<file path="src/rtl/serial_flit_receiver_if.sv">
// Serial flit link plus FIFO consumer port and status counters.
// The receiver sits on the slave side.
interface serial_flit_receiver_if #(
  parameter int FLIT_WIDTH = 8
);
  logic                  rx_data;
  logic                  rx_busy;
  logic [FLIT_WIDTH-1:0] flit_out;
  logic                  flit_valid;
  logic                  flit_ready;
  logic [15:0]           flit_count;
  logic [7:0]            misroute_count;
  logic                  overrun;

  modport master (
    output rx_data,
    output flit_ready,
    input  rx_busy,
    input  flit_out,
    input  flit_valid,
    input  flit_count,
    input  misroute_count,
    input  overrun
  );

  modport slave (
    input  rx_data,
    input  flit_ready,
    output rx_busy,
    output flit_out,
    output flit_valid,
    output flit_count,
    output misroute_count,
    output overrun
  );
endinterface

</file>
<file path="src/rtl/serial_flit_receiver.sv">
// Deserialises start-bit framed flits (LSB first) into a fall-through
// FIFO, with backpressure, destination check and traffic counters.
module serial_flit_receiver #(
  parameter int ID         = 0,
  parameter int FLIT_WIDTH = 8,
  parameter int DEST_BITS  = 4,
  parameter int DEPTH      = 4
) (
  input  logic                   clk,
  input  logic                   reset,
  serial_flit_receiver_if.slave  rx
);
  localparam int CW = (FLIT_WIDTH > 1) ? $clog2(FLIT_WIDTH) : 1;
  localparam int AW = $clog2(DEPTH);
  localparam logic [CW-1:0] LAST = CW'(FLIT_WIDTH - 1);
  localparam logic [DEST_BITS-1:0] MY_ID = DEST_BITS'(ID);

  typedef enum logic {
    IDLE,
    RECV
  } state_e;

  state_e                state_q, state_d;
  logic [CW-1:0]         cnt_q, cnt_d;
  logic [FLIT_WIDTH-1:0] sh_q, sh_d;
  logic [FLIT_WIDTH-1:0] wr_flit;
  logic [FLIT_WIDTH-1:0] mem_q [DEPTH];
  logic [AW-1:0]         rd_q, wr_q;
  logic [AW:0]           occ_q, occ_d;
  logic [15:0]           fcnt_q, fcnt_d;
  logic [7:0]            mis_q, mis_d;
  logic                  ovr_q, ovr_d;
  logic                  recv, busy, push, pop;

  always_comb begin
    recv    = (state_q == RECV);
    busy    = reset |
              (({1'b0, occ_q} + (AW+2)'(recv)) >= (AW+2)'(DEPTH));
    pop     = (occ_q != '0) && rx.flit_ready;
    wr_flit = sh_q;
    wr_flit[cnt_q] = rx.rx_data;
    push    = recv && (cnt_q == LAST);

    state_d = state_q;
    cnt_d   = cnt_q;
    sh_d    = sh_q;
    ovr_d   = ovr_q;
    unique case (state_q)
      IDLE: begin
        if (rx.rx_data) begin
          if (busy) begin
            ovr_d = 1'b1;
          end else begin
            state_d = RECV;
            cnt_d   = '0;
          end
        end
      end
      RECV: begin
        sh_d  = wr_flit;
        cnt_d = cnt_q + 1'b1;
        if (push) begin
          state_d = IDLE;
          cnt_d   = '0;
        end
      end
    endcase

    occ_d = occ_q;
    if (push && !pop) occ_d = occ_q + 1'b1;
    if (pop && !push) occ_d = occ_q - 1'b1;

    fcnt_d = fcnt_q;
    mis_d  = mis_q;
    if (push) begin
      fcnt_d = fcnt_q + 16'd1;
      // Misrouted flits are still stored; only counted.
      if (wr_flit[DEST_BITS-1:0] != MY_ID && mis_q != 8'hFF)
        mis_d = mis_q + 8'd1;
    end
  end

  always_ff @(posedge clk or posedge reset) begin
    if (reset) begin
      state_q <= IDLE;
      cnt_q   <= '0;
      sh_q    <= '0;
      rd_q    <= '0;
      wr_q    <= '0;
      occ_q   <= '0;
      fcnt_q  <= '0;
      mis_q   <= '0;
      ovr_q   <= 1'b0;
    end else begin
      state_q <= state_d;
      cnt_q   <= cnt_d;
      sh_q    <= sh_d;
      occ_q   <= occ_d;
      fcnt_q  <= fcnt_d;
      mis_q   <= mis_d;
      ovr_q   <= ovr_d;
      if (push) wr_q <= wr_q + 1'b1;
      if (pop)  rd_q <= rd_q + 1'b1;
    end
  end

  always_ff @(posedge clk) begin
    if (push) mem_q[wr_q] <= wr_flit;
  end

  assign rx.rx_busy        = busy;
  assign rx.flit_out       = mem_q[rd_q];
  assign rx.flit_valid     = (occ_q != '0);
  assign rx.flit_count     = fcnt_q;
  assign rx.misroute_count = mis_q;
  assign rx.overrun        = ovr_q;
endmodule

</file>
<file path="src/flat_wrapper.sv">
// flat-port wrapper written by rule: the top's interface ports become plain ports
module serial_flit_receiver_flat 
#(
  parameter int ID         = 0,
  parameter int FLIT_WIDTH = 8,
  parameter int DEST_BITS  = 4,
  parameter int DEPTH      = 4
)
  (clk, reset, rx_rx_data, rx_flit_ready, rx_rx_busy, rx_flit_out, rx_flit_valid, rx_flit_count, rx_misroute_count, rx_overrun);
  serial_flit_receiver_if #(.FLIT_WIDTH(FLIT_WIDTH)) rx_i ();
  input  logic clk;
  input  logic reset;
  input wire logic [$bits(rx_i.rx_data)-1:0] rx_rx_data;
  input wire logic [$bits(rx_i.flit_ready)-1:0] rx_flit_ready;
  output wire logic [$bits(rx_i.rx_busy)-1:0] rx_rx_busy;
  output wire logic [$bits(rx_i.flit_out)-1:0] rx_flit_out;
  output wire logic [$bits(rx_i.flit_valid)-1:0] rx_flit_valid;
  output wire logic [$bits(rx_i.flit_count)-1:0] rx_flit_count;
  output wire logic [$bits(rx_i.misroute_count)-1:0] rx_misroute_count;
  output wire logic [$bits(rx_i.overrun)-1:0] rx_overrun;
  assign rx_i.rx_data = rx_rx_data;
  assign rx_i.flit_ready = rx_flit_ready;
  assign rx_rx_busy = rx_i.rx_busy;
  assign rx_flit_out = rx_i.flit_out;
  assign rx_flit_valid = rx_i.flit_valid;
  assign rx_flit_count = rx_i.flit_count;
  assign rx_misroute_count = rx_i.misroute_count;
  assign rx_overrun = rx_i.overrun;
  serial_flit_receiver #(.ID(ID), .FLIT_WIDTH(FLIT_WIDTH), .DEST_BITS(DEST_BITS), .DEPTH(DEPTH)) u_core (.clk(clk), .reset(reset), .rx(rx_i));
endmodule
</file>
<file path="config.mk">
export PLATFORM = sky130hd
export DESIGN_NAME = serial_flit_receiver_flat
export DESIGN_NICKNAME = d
export VERILOG_FILES = /design/src/rtl/serial_flit_receiver_if.sv /design/src/rtl/serial_flit_receiver.sv /design/src/flat_wrapper.sv
export SDC_FILE = /design/constraint.sdc
export NUM_CORES = 1
export LEC_CHECK = 0
export CAP_MARGIN = 20
export CORE_AREA = 2 2 82 84
export DETAILED_ROUTE_END_ITERATION = 16
export DIE_AREA = 0 0 84 86
export PLACE_DENSITY = 0.79
export SETUP_SLACK_MARGIN = 0.02
export SLEW_MARGIN = 20
export SYNTH_ARGS = -nofsm -noshare
export SYNTH_HDL_FRONTEND = slang
export SYNTH_SLANG_ARGS = --single-unit
</file>
<file path="constraint.sdc">
create_clock -name clk -period 3 [get_ports clk]
set_input_delay 0.6 -clock clk [delete_from_list [all_inputs] [get_ports clk]]
set_output_delay 0.6 -clock clk [all_outputs]
set_load 0.02 [all_outputs]
</file>
Yosys cells after proc, flatten, opt, wreduce, memory -nomap -nowiden
Memory sizes are Yosys's and may differ from the RTL's.
Index checks and enable logic that the tools add are counted.
Widths: inputs -> output; s select.
{"block": "word_totals", "mem_count": 1, "regBits": 44, "ram_bits": 32, "word_cells": 56}
{"block": "op_classes", "eq_ne": 4, "bitwise_logic": 2, "mux": 15, "add_sub_neg": 8, "n_reduce_logical": 14, "n_lt_le_gt_ge": 3}
{"name": "u_core.mem_q", "words": 4, "word_bits": 8, "rd": 1, "rd_ports_with_merged_regs": 0, "write_ports": 1, "line_no": "serial_flit_receiver.sv:27", "source": "logic [FLIT_WIDTH-1:0] mem_q [DEPTH];"}
{"operator": "$add 16x1->16 const B", "n": 1}
{"operator": "$mux 3", "n": 5}
{"operator": "$add 8x1->8 const B", "n": 1}
{"operator": "$bwmux 8", "n": 1}
{"operator": "$ne 8x8->1 const B", "n": 1}
{"operator": "$add 3x1->3 const B", "n": 2}
{"operator": "$logic_and 1x1->1", "n": 6}
{"operator": "$mux 1", "n": 6}
{"operator": "$pmux 3 s2", "n": 1}
{"operator": "$add 2x1->2 const B", "n": 2}
{"operator": "$add 3x1->4", "n": 1}
{"operator": "$ge 4x3->1 const B", "n": 1}
{"operator": "$lt 3x4->1 const B", "n": 1}
{"operator": "$ne 2x2->1 const B", "n": 2}
{"operator": "$reduce_and 2->1", "n": 2}
{"operator": "$reduce_bool 4->1", "n": 1}
{"operator": "$demux 1 s3", "n": 1}
{"operator": "$eq 3x3->1 const B", "n": 1}
{"operator": "$ge 3x1->1 const B", "n": 1}
{"operator": "$reduce_and 3->1", "n": 1}
{"operator": "$reduce_bool 3->1", "n": 1}
{"operator": "$sub 3x1->3 const B", "n": 1}
{"operator": "$logic_not 1->1", "n": 2}
{"operator": "$pmux 1 s2", "n": 1}
{"operator": "3 further kinds", "n": 3}

Logic depth before layout (Yosys ltp)
{"block": "depth", "word_depth": 8, "depth_mapped": 11, "ltp_nobuf": 10}

Least setup slack after synthesis
Ideal clock, no wire load.
{"block": "synth_path", "kind": "flip-flop to flip-flop", "from": "register u_core.cnt_q[0]", "to": "register u_core.occ_q[2]", "setup_ns": 0.079, "path_stages_with_launch": 12, "arrival_ns": 2.159, "path_slack_ns": 0.762, "path_cell_list": "dfrtp_1 -> ha_1 -> ha_1 -> and2_1 -> buf_4 -> inv_1 -> ha_1 -> inv_1 -> fa_1 -> xor2_1 -> nor2_1 -> xor2_1"}
{"block": "synth_via", "elab_chain_len": 5, "elab_cells_between_ends": 7}
{"item": "start, declared", "line_no": "serial_flit_receiver.sv:24", "source": "logic [CW-1:0] cnt_q, cnt_d;"}
{"item": "start signal, assigned", "line_no": "serial_flit_receiver.sv:96", "source": "cnt_q <= cnt_d;"}
{"item": "$eq 3x3->1 *", "line_no": "serial_flit_receiver.sv:42", "source": "push = recv && (cnt_q == LAST);"}
{"item": "$logic_and 1x1->1 *", "line_no": "serial_flit_receiver.sv:42"}
{"item": "$logic_not 1->1", "line_no": "serial_flit_receiver.sv:71", "source": "if (pop && !push) occ_d = occ_q - 1'b1;"}
{"item": "$logic_and 1x1->1", "line_no": "serial_flit_receiver.sv:71"}
{"item": "$mux 3 / $reduce_bool 2->1 (equally long branches)"}
{"item": "end signal, assigned", "line_no": "serial_flit_receiver.sv:90", "source": "occ_q <= '0;"}
{"item": "end signal, assigned", "line_no": "serial_flit_receiver.sv:98", "source": "occ_q <= occ_d;"}
{"item": "end, declared", "line_no": "serial_flit_receiver.sv:29", "source": "logic [AW:0] occ_q, occ_d;"}
Every way passes the cells marked *; elsewhere a longest branch is shown, timed or not.
A chain may end at the register's enable or synchronous reset.

Final worst setup path
{"block": "layout_path", "from": "register u_core.rd_q[0]", "to": "output rx_flit_out[0]"}
{"block": "layout_via", "elab_chain_len": 1}
{"item": "start, declared", "line_no": "serial_flit_receiver.sv:28", "source": "logic [AW-1:0] rd_q, wr_q;"}
{"item": "start signal, assigned", "line_no": "serial_flit_receiver.sv:103", "source": "if (pop) rd_q <= rd_q + 1'b1;"}
{"item": "$mem_v2 4x8"}
{"item": "end, declared", "line_no": "flat_wrapper.sv:16", "source": "output wire logic [$bits(rx_i.flit_out)-1:0] rx_flit_out;"}
No other way between the ends.

==> flow_summary_export.csv <==
group,metric,value,unit
sta,setup_viol,0,
clocking,htreeDepth,3,
sta,rsz0062_at_grt,"no",
global_routing,antenna_found_initial,0,
finish,nFillCells,459,
global_routing,grt_pass1_wl,10100,um
setup_path,r2r-start,"u_core.cnt_q[1]$_DFFE_PP0P_",
die,boundaryPins,39,
setup_path,cp.required,2.40,ns
power_and_ir_drop,p_leak,1.65,nW
synth,seq_area_frac_synth,0.605,
detailed_routing,wl_per_cell,15.6,um
die,fp-row-count,29,
setup_path,criticalPathCategory,"flop to output port",
worst_hold_path,hp-class,"input pin to asynchronous set/reset pin",
synth,synth-seq-cells,76,
setup_path,cp_cell_sequence,"mux4_2, clkdlybuf4s50_1",
setup_path,worst-r2r-cell-count,10,
placement,hpwl,4020,um
finish,layout_common_cells,"44 x dfrtp_1, 38 x clkdlybuf4s50_1, 32 x edfxtp_1, 23 x nand2_1, 19 x xnor2_1",
finish,seq_area,2060,um2
setup_path,critical_path.max_stage_delay,0.70,ns
finish,fin_util,0.656,
clocking,path_clk_slew,0.08,ns
synth,syn_area,3410,um2
global_routing,grt_start_max_net_pins,43,
global_routing,grt_pass1_vias,2021,
clocking,hold_buffers,0,
clocking,cts_setup_buffers,0,
status,status,"completed",
finish,drive_gt1_frac,0.173,
setup_path,critPathLaunchType,"flop",
synth,ys.warnings.count,0,
finish,antenna_cells,0,
finish,layout_commonest_cell,"dfrtp_1",
synth,yosysTopAreaCellShare,0.323,
synth,synth_top_area_cell,"dfrtp_1",
detailed_routing,ant_nets,0,
sta,maxSlewHeadroom,0.628,
flow_run,maxCapViolCount,0,
sta,tns,0,ns
sta,skew,0.00979,ns
clocking,cts-root-buf,"clkbuf_8",
synth,ys_top_cells_by_area,"dfrtp_1 32%, edfxtp_1 28%, mux2_2 5.3%, mux4_2 5.3%, xnor2_1 4.9%",
global_routing,overflow,0,
synth,synth_cells,249,
die,die_w,84,um
setup_path,r2r_slack,0.38,ns
setup_path,crit_path_start,"u_core.rd_q[0]$_DFFE_PP0P_",
finish,multi_input_area,1260,um2
die,die-area,7220,um2
sta,worstMarginPinSlew,0.558,ns
setup_path,critical_path.slowest_cell,"dfrtp_1",
detailed_routing,drcViolationCount,0,
detailed_routing,drt_iter0_drc,124,
sta,fin_crit,2.76,ns
finish,syn_to_final_growth,20.7,%
power_and_ir_drop,ir_worst_vdd,591,uV
synth,synth_nets,263,
detailed_routing,vias,2022,
placement,port_buffers,38,
die,die_y,86,um
clocking,postCtsResizedCells,0,
synth,synth.avg_cell_area,13.7,um2
synth,ys_types,40,
setup_path,arrival,2.16,ns
placement,gp_congestion,0.771,
clocking,cts_tree,"yes",
clocking,worstSkewPairLatency,0.34,ns
sta,timing.final.crit_share,0.919,
sta,fmax,0.363,GHz
setup_path,end_kind,"output port",
clocking,cts_num_sinks,76,
die,core_area,6280,um2
power_and_ir_drop,power_density,926,nW/um2
detailed_routing,wirelength,5890,um
clocking,cts_inserted_buffers,9,
detailed_routing,drtPass1Iterations,4,
sta,finalHoldViolations,0,
die,start_util,0.543,
clocking,cts_max_path_buffers,2,
finish,fin_nets,309,
setup_path,crit_path_max_fanout,9,
global_routing,track_usage,0.181,
sta,maxSlewViolCount,0,
detailed_routing,via_per_inst,5.36,
setup_path,regToRegEndpoint,"u_core.occ_q[2]$_DFFE_PP0P_",
==> synthesized netlist by cell type, drive strengths merged <==
cell     n
edfxtp  32
nand2b   4
and2     2
dfrtp   44
and4     2
nand2   23
xnor2   19
o21ai    6
nand4    9
mux4     8
clkbuf   4
fa       1
nor2b    1
mux2i    1
nand3    9
o22ai    1
or3      1
mux2    16
o211a    2
o21bai   1
nor2    15
buf      5
inv      9
o32a     2
or4b     1
nor3     4
and3     5
nand3b   1
or4      1
ha       9
xor2     9
a21oi    1
o21a     1
==> power breakdown <==
part	leakage [nW]	switching (W)	internal, W
Sequential	0.852	0.000235	0.00136
Combinational	0.685	0.000634	0.000677
Clock	0.117	0.000360	0.000554
==> critical path, delay by kind of cell (launching register included) <==
family	cells	cell delay, ns
buffers and inverters	1	0.55
flip-flops	1	0.70
multiplexers	1	0.57
==> cell families after synthesis <==
group | after synthesis | share of synthesized area
and+or+nand+nor | 78 | 0.121
DFF | 76 | 0.605
xor gates and xnor gates | 28 | 0.0719
muxes | 25 | 0.109
buffers and inverters | 18 | 0.0257
AOI/OAI and AO/OA | 14 | 0.0293
adders and majority gates | 10 | 0.0389
==> flip-flops by register name, summed over array words and instances, names as in the netlist <==
name                      flops
u_core.rd_q                   2
u_core.rx.flit_count         16
u_core.rx.overrun             1
u_core.occ_q                  3
u_core.sh_q                   8
u_core.wr_q                   2
u_core.mem_q                 32
u_core.recv                   1
u_core.cnt_q                  3
u_core.rx.misroute_count      8
==> worst max-delay path by stage <==
stage                                  endpoint  slack (ns)  depth (start not counted)
finish                           rx_flit_out[0]        0.24                          2
floorplan           u_core.occ_q[2]$_DFFE_PP0P_        0.76                         11
global placement    u_core.occ_q[2]$_DFFE_PP0P_        0.52                         10
detailed placement  u_core.occ_q[2]$_DFFE_PP0P_        0.39                         10
CTS                              rx_flit_out[5]        0.17                          2
global route                     rx_flit_out[0]         0.1                          2
==> layout make-up <==
class                           instances  share of cell area
Tap cell                               77              0.0234
Inverter                                9             0.00820
Multi-Input combinational cell        155               0.306
Sequential cell                        76               0.501
Clock inverter                          6              0.0270
Clock buffer                           10              0.0310
Timing Repair Buffer                   44               0.103
==> routing by layer <==
layer,global-route usage,part of all wire
met1,0.252,0.48
met2,0.284,0.48
met3,0.0443,0.030
met4,0.0616,0.0078
met5,0,0
==> through the flow <==
| step | total power [W] | hold slack, ns | cell area [um2] | instances | worst slack, ns |
|---|---|---|---|---|---|
| 2_1_floorplan | 0.00252 | 0.458 | 3410 | 249 | 0.762 |
| 6_report | 0.00381 | 0.465 | 4120 | 377 | 0.242 |
| 3_5_place_dp | 0.00292 | 0.468 | 3880 | 361 | 0.388 |
| 5_1_grt | 0.00404 | 0.457 | 4120 | 377 | 0.0991 |
| 3_3_place_gp | 0.00287 | 0.457 | 3880 | 361 | 0.516 |
| 4_1_cts | 0.00385 | 0.451 | 4120 | 377 | 0.171 |
Note: power is estimated with default switching activity, not from simulation.
